### src/rtl/spoofer_avst_sink.sv
// spoofer_avst_sink: Avalon-ST sink/checker for the spoofer counter stream.
// Locks onto the first received word, then expects an incrementing sequence
// (modulo 2^DATA_WIDTH). Reports beat count, error count and first mismatch.
// Optional macro SPOOFER_AVST_SINK_STALL_EN adds LFSR-driven backpressure.
//
// state  | meaning
// SYNC   | waiting for the first beat to lock onto
// CHECK  | locked, comparing each beat against the expected value
// FLUSH  | one-cycle clear after clr, ready held low
module spoofer_avst_sink #(
    parameter int          DATA_WIDTH = 32,
    parameter int          CNT_WIDTH  = 32,
    parameter logic [15:0] LFSR_SEED  = 16'hACE1
) (
    input  logic                  clk,
    input  logic                  rst,
    input  logic                  valid,
    input  logic [DATA_WIDTH-1:0] data,
    output logic                  ready,
    input  logic                  clr,
    output logic                  locked,
    output logic [CNT_WIDTH-1:0]  beat_count,
    output logic [CNT_WIDTH-1:0]  error_count,
    output logic                  err_sticky,
    output logic [DATA_WIDTH-1:0] first_err_exp,
    output logic [DATA_WIDTH-1:0] first_err_got
);

    typedef enum logic [1:0] {
        ST_SYNC  = 2'd0,
        ST_CHECK = 2'd1,
        ST_FLUSH = 2'd2
    } state_t;

    localparam logic [CNT_WIDTH-1:0] CNT_MAX = {CNT_WIDTH{1'b1}};

    state_t                state;
    state_t                state_nxt;
    logic                  state_ready;
    logic                  accept;
    logic [DATA_WIDTH-1:0] expected;

    // An all-zero seed would lock the LFSR and stall the stream forever.
    if (LFSR_SEED == 16'h0000) begin : g_bad_seed
        $error("spoofer_avst_sink: LFSR_SEED must be nonzero");
    end

    // A clear in the same cycle as a beat drops the beat.
    assign accept = valid && ready && !clr;

    // State register.
    always_ff @(posedge clk or negedge rst) begin
        if (!rst) begin
            state <= ST_SYNC;
        end else begin
            state <= state_nxt;
        end
    end

    // Next-state logic; clr overrides everything.
    always_comb begin
        state_nxt = state;
        if (clr) begin
            state_nxt = ST_FLUSH;
        end else begin
            case (state)
                ST_SYNC:  if (accept) state_nxt = ST_CHECK;
                ST_CHECK: state_nxt = ST_CHECK;
                ST_FLUSH: state_nxt = ST_SYNC;
                default:  state_nxt = ST_SYNC;
            endcase
        end
    end

    // FSM outputs.
    always_comb begin
        locked = (state == ST_CHECK);
    end

    // Registered ready: low in reset and during FLUSH, high one edge later.
    always_ff @(posedge clk or negedge rst) begin
        if (!rst) begin
            state_ready <= 1'b0;
        end else begin
            state_ready <= !clr;
        end
    end

`ifdef SPOOFER_AVST_SINK_STALL_EN
    logic [15:0] lfsr;

    // 16-bit Fibonacci LFSR, taps 16,14,13,11, reseeded on clr.
    always_ff @(posedge clk or negedge rst) begin
        if (!rst) begin
            lfsr <= LFSR_SEED;
        end else if (clr) begin
            lfsr <= LFSR_SEED;
        end else begin
            lfsr <= {lfsr[14:0], lfsr[15] ^ lfsr[13] ^ lfsr[12] ^ lfsr[10]};
        end
    end

    assign ready = state_ready && lfsr[0];
`else
    assign ready = state_ready;
`endif

    // Checker datapath: expected value, counters and first-error capture.
    always_ff @(posedge clk or negedge rst) begin
        if (!rst) begin
            expected      <= '0;
            beat_count    <= '0;
            error_count   <= '0;
            err_sticky    <= 1'b0;
            first_err_exp <= '0;
            first_err_got <= '0;
        end else if (clr) begin
            expected      <= '0;
            beat_count    <= '0;
            error_count   <= '0;
            err_sticky    <= 1'b0;
            first_err_exp <= '0;
            first_err_got <= '0;
        end else if (accept) begin
            if (beat_count != CNT_MAX) begin
                beat_count <= beat_count + 1'b1;
            end
            if (state == ST_CHECK && data == expected) begin
                expected <= expected + 1'b1;
            end else begin
                // First beat locks; a mismatch resyncs so one glitch counts once.
                expected <= data + 1'b1;
                if (state == ST_CHECK) begin
                    if (error_count != CNT_MAX) begin
                        error_count <= error_count + 1'b1;
                    end
                    if (!err_sticky) begin
                        err_sticky    <= 1'b1;
                        first_err_exp <= expected;
                        first_err_got <= data;
                    end
                end
            end
        end
    end

endmodule
### config.mk
export PLATFORM = sky130hd
export DESIGN_NAME = spoofer_avst_sink
export DESIGN_NICKNAME = d
export VERILOG_FILES = /design/src/rtl/spoofer_avst_sink.sv
export SDC_FILE = /design/constraint.sdc
export NUM_CORES = 1
export LEC_CHECK = 0
export BUFFER_PORTS_ARGS = -buffer_cell sky130_fd_sc_hd__buf_2
export CAP_MARGIN = 15
export CELL_PAD_IN_SITES_DETAIL_PLACEMENT = 0
export CELL_PAD_IN_SITES_GLOBAL_PLACEMENT = 1
export CORE_MARGIN = 10
export CORE_UTILIZATION = 46
export CTS_CLUSTER_DIAMETER = 50
export DETAILED_ROUTE_END_ITERATION = 8
export GPL_TIMING_DRIVEN = 1
export PLACE_DENSITY = 0.84
export SLEW_MARGIN = 10
export SYNTH_ARGS = -nofsm -noshare
export SYNTH_HDL_FRONTEND = slang
export SYNTH_SLANG_ARGS = --single-unit
export TNS_END_PERCENT = 100
### constraint.sdc
create_clock -name clk -period 6.25 [get_ports clk]
set_input_delay 1.25 -clock clk [delete_from_list [all_inputs] [get_ports clk]]
set_output_delay 1.25 -clock clk [all_outputs]
set_load 0.05 [all_outputs]
## Yosys cells after proc, flatten, opt, wreduce, memory -nomap -nowiden

Cells that the tools add are included.

- Register bits: 164
- Word-level logic and storage cells: 60

- Add/subtract/negate cells: 4
- Eq/ne operators: 7
- Mux-type cells: 28
- Reductions and logical operators: 13

Operators with widths:

| operator | count |
|---|---|
| 2-to-1 mux 32 bit | 21 |
| adder 32 x 1 -> 32 bit, second input constant | 4 |
| inequality test 32 bit, second input constant | 2 |
| equality test 32 bit | 1 |
| AND reduction 4 bit | 2 |
| nonzero test 2 bit | 4 |
| 2-to-1 mux 1 bit | 4 |
| 2-to-1 mux 2 bit | 2 |
| inequality test 2 bit, second input constant | 2 |
| case mux 2 bit (2 select lines) | 1 |
| logical AND 1 bit | 3 |
| inequality test 3 bit, second input constant | 1 |
| AND reduction 3 bit | 1 |
| equality test 2 x 1 -> 1 bit, second input constant | 1 |
| zero test 2 bit | 1 |
| AND reduction 2 bit | 1 |
| zero test 1 bit | 1 |

## Logic depth before layout (Yosys ltp)

- Depth after elaboration: 6
- Gate-level depth with buffers: 10

## Worst setup path after synthesis

No wires, ideal clock.

- Kind: input to register
- From: input port data[26]
- To: register error_count[16]
- Library setup time: 0.119 ns
- Arrival time: 2.986 ns
- Data required time: 6.131 ns
- Slack: 3.145 ns
- Stages on the path: 10
- Buffers on the path: 3
- Cell sequence: buf_2 -> xor2_1 -> nor4_1 -> nand4_1 -> or4_4 -> nand2_4 -> buf_6 -> buf_6 -> nor4_1 -> o21a_1

- Longest elaborated chain between the ends: 4

Ends and longest elaborated chain:

| element | line | source |
|---|---|---|
| start: declaration | 18 | `input logic [DATA_WIDTH-1:0] data,` |
| equality test 32 bit | 128 | `if (state == ST_CHECK && data == expected) begin` |
| logical AND 1 bit | 128 |  |
| inequality test 2 bit (no source line) | - |  |
| AND reduction 4 bit (no source line) | - |  |
| end signal: assignment | 135 | `error_count <= error_count + 1'b1;` |
| end: declaration | 23 | `output logic [CNT_WIDTH-1:0] error_count,` |

No other way between the ends.
A chain may end at the register's enable or synchronous reset.

## Final worst setup path

- From: input port clr
- To: register beat_count[11]

- Longest elaborated chain between the ends: 4
- Elaborated cells on any way between the ends: 6
- Classes of those cells: 1 x mux; 5 x reduce/logical

Ends and longest elaborated chain:

| element | line | source |
|---|---|---|
| start: declaration | 20 | `input logic clr,` |
| zero test 1 bit | 49 | `assign accept = valid && ready && !clr;` |
| logical AND 1 bit | 49 |  |
| nonzero test 2 bit (no source line) | - |  |
| AND reduction 2 bit (no source line) | - |  |
| end signal: assignment | 126 | `beat_count <= beat_count + 1'b1;` |
| end: declaration | 22 | `output logic [CNT_WIDTH-1:0] beat_count,` |

Parallel ways exist; a longest one is shown, timed or not.

==> results.json <==
{
  "grt-ovfl-total": 0,
  "grt_use_total_pct": 18.0,
  "synthMuxAreaShare_pct": 8.58,
  "finalSetupViolations": 0,
  "grt_pass1_wl_mm": 35.2,
  "layout_common_cells": "164 x dfrtp_1, 164 x buf_2, 151 x nor2_1",
  "status": "complete, no violations",
  "path_max_fanout": 37,
  "grt_pass1_vias": 6508,
  "synth-xor-area-share_pct": 10.0,
  "ys_ff_latch": 164,
  "syn_to_final_growth_pct": 19.1,
  "critical_path.top_delay_family": "compound AO/OA/AOI/OAI gates",
  "die_w_um": 154,
  "wl_mm": 21.5,
  "post-cts-setup-buffers": 0,
  "io_pins": 167,
  "endpoint_kind": "register",
  "start_util_pct": 47.2,
  "synth_compound_gate_area_share_pct": 7.09,
  "synth_adder_area_share_pct": 0.457,
  "p_leak_nw": 4.59,
  "cts_buffers": 17,
  "ys.warnings.count": 0,
  "synth_top_family_by_area": "simple AND/OR/NAND/NOR gates",
  "grt_max_degree": 75,
  "ys_types": 44,
  "clk_latency_ns": 0.42,
  "slowest_delay_ns": 0.87,
  "cp.depth": 7,
  "rsz0062_at_grt": "false",
  "path_clk_slew_ns": 0.06,
  "drc_errors": 0,
  "p_per_area_nw_per_um2": 241,
  "startpoint": "clr",
  "reg2regPathDepth": 7,
  "r2r_slack_ns": 3.42,
  "cts_tree": "done",
  "post_drt_wl_per_cell_um": 17.8,
  "hold_viol": 0,
  "postSynthNetCount": 871,
  "yosys.area_share.simple_pct": 21.0,
  "num_antenna_cells": 0,
  "fin_nets": 1013,
  "ctsResizeCount": 0,
  "crit_buf_inv": 2,
  "final_layout_size_suffix_gt1_share_pct": 21.3,
  "tightest_slew_ns": 1.11,
  "worstPathRequired_ns": 6.52,
  "worstSetupStartpointType": "input port",
  "core_region_area_um2": 17400,
  "finish.instance_area_um2": 9800,
  "skew_ns": 0.00955,
  "hold_buffers": 0,
  "dr_total_vias": 6515,
  "fp.dieArea_um2": 23600,
  "via_per_inst": 5.38,
  "worstPathArrival_ns": 3.72,
  "period_share_pct": 55.1,
  "drt_iter0_drc": 329,
  "slew_headroom_pct": 25.9,
  "gp_congestion": 0.791,
  "hpwl_mm": 15.4,
  "cts_sinks": 164,
  "clockRootBuffer": "clkbuf_16",
  "netlist_area_um2": 8220,
  "postRouteAntennaNets": 0,
  "htree_levels": 4,
  "antenna_found_initial": 0,
  "fin_crit_ns": 3.44,
  "critical_path_class": "in -> reg",
  "rows": 48,
  "hp-class": "reg -> reg",
  "regToRegStartpoint": "error_count[3]",
  "r2r_end": "error_count[27]",
  "cp_cell_sequence": "buf_4, inv_1, a21oi_1, a21boi_1, nand4_1, xor2_1, nor2_1",
  "ys_seq_area_share_pct": 49.9,
  "max_freq_mhz": 291,
  "firstDrtPassIters": 5,
  "vdd_drop_max_mv": 0.195,
  "syn-mean-instance-area_um2": 9.88,
  "finalSetupTns_ns": 0,
  "numPortBuffers": 166,
  "slew_viol_final": 0,
  "cp_slowest_cell": "a21boi_1",
  "netlist_instances": 832,
  "worstSetupEndpoint": "beat_count[11]",
  "dpl_cell_area_um2": 9170,
  "die_y_um": 154,
  "clockBufferDepth": 2,
  "maxCapViolCount": 0
}
synth_stat cells (all sizes together):
cell type / instances / area (um^2)
dfrtp: 164 / 4100
and2: 3 / 18.8
inv: 6 / 22.5
or3b: 1 / 8.76
or4: 10 / 78.8
nand3: 43 / 215
and4: 11 / 96.3
nor4: 14 / 87.6
or4b: 1 / 10.0
o31a: 3 / 26.3
and3: 20 / 125
nand4b: 3 / 26.3
nor2: 151 / 567
a31o: 1 / 8.76
a21boi: 2 / 18.8
a21o: 2 / 15.0
a311oi: 3 / 26.3
mux2: 4 / 45.0
o21a: 3 / 22.5
nand2: 40 / 158
nor3: 14 / 70.1
a21oi: 32 / 164
a211oi: 12 / 90.1
ha: 3 / 37.5
buf: 17 / 103
xnor2: 21 / 184
mux2i: 66 / 661
nor2b: 4 / 25.0
nand4: 27 / 169
xor2: 73 / 639
o31ai: 9 / 67.6
nand4bb: 1 / 11.3
or3: 9 / 56.3
o41ai: 1 / 8.76
clkbuf: 32 / 120
o21ai: 25 / 125
o311a: 1 / 10.0
worst register-to-register path: cells and delay by family (launching register included):
kind	cells	cell delay [ns]
AO/OA/AOI/OAI	1	0.28
multiplexers	1	0.34
flip-flops	1	0.43
AND/OR/NAND/NOR	5	1.66
routing by layer:
| layer | vias up | global-route usage (%) | routed length [um] |
|---|---|---|---|
| met1 | 3110 | 24.3 | 10100 |
| met3 | 24 | 4.77 | 1220 |
| met2 | 183 | 27.6 | 9840 |
| li1 | 3198 | - | - |
| met4 | 0 | 5.44 | 340 |
| met5 | - | 0 | 0 |
flip-flops by register name, indices dropped and copies added (netlist names):
signal,count
beat_count,32
err_sticky,1
error_count,32
expected,32
first_err_exp,32
first_err_got,32
ready,1
state,2
stage by stage:
| stage | power (mW) | setup slack (ns) | cells | util [%] | hold WS [ns] |
|---|---|---|---|---|---|
| 6_report | 2.37 | 2.81 | 1212 | 56.2 | 0.437 |
| 4_1_cts | 2.39 | 2.79 | 1212 | 56.2 | 0.431 |
| 3_3_place_gp | 1.27 | 2.41 | 1180 | 52.7 | 0.418 |
| 2_1_floorplan | 1.20 | 3.15 | 832 | - | 0.409 |
| 3_5_place_dp | 1.27 | 2.35 | 1180 | 52.7 | 0.423 |
| 5_1_grt | 2.46 | 2.51 | 1212 | 56.2 | 0.445 |
how the worst min path moves through the flow:
stage | slack [ns] | to | cells past startpoint | startpoint
final | 0.44 | state[0] | 1 | state[1]
after global placement | 0.42 | state[0] | 1 | state[1]
after detailed placement | 0.42 | state[0] | 1 | state[1]
after CTS | 0.43 | state[0] | 1 | state[1]
after global routing | 0.44 | state[0] | 1 | state[1]
after floorplan | 0.41 | state[0] | 1 | state[1]
logic make-up (layout without fill, tap and decap cells):
group                      Yosys count  after routing
AOI/OAI and AO/OA                   94             94
buffers and inverters               55            210
xor gates and xnor gates            94             94
adders and majority gates            3              3
and+or+nand+nor                    352            352
DFF                                164            164
muxes                               70             70
report_power, final:
| part | switching (mW) | internal (mW) |
|---|---|---|
| Sequential | 0.0169 | 1.08 |
| Clock | 0.434 | 0.681 |
| Combinational | 0.112 | 0.0447 |
| Total | 0.562 | 1.80 |
cell type report:
class / count / area [um^2]
fill: 1607 / 7620
sequential: 164 / 4100
multi-input combinational: 613 / 3880
timing repair buffer: 172 / 885
clock buffer: 20 / 447
tap: 225 / 282
clock inverter: 12 / 178
inverter: 6 / 22.5
(Power assumes the default switching activity.)
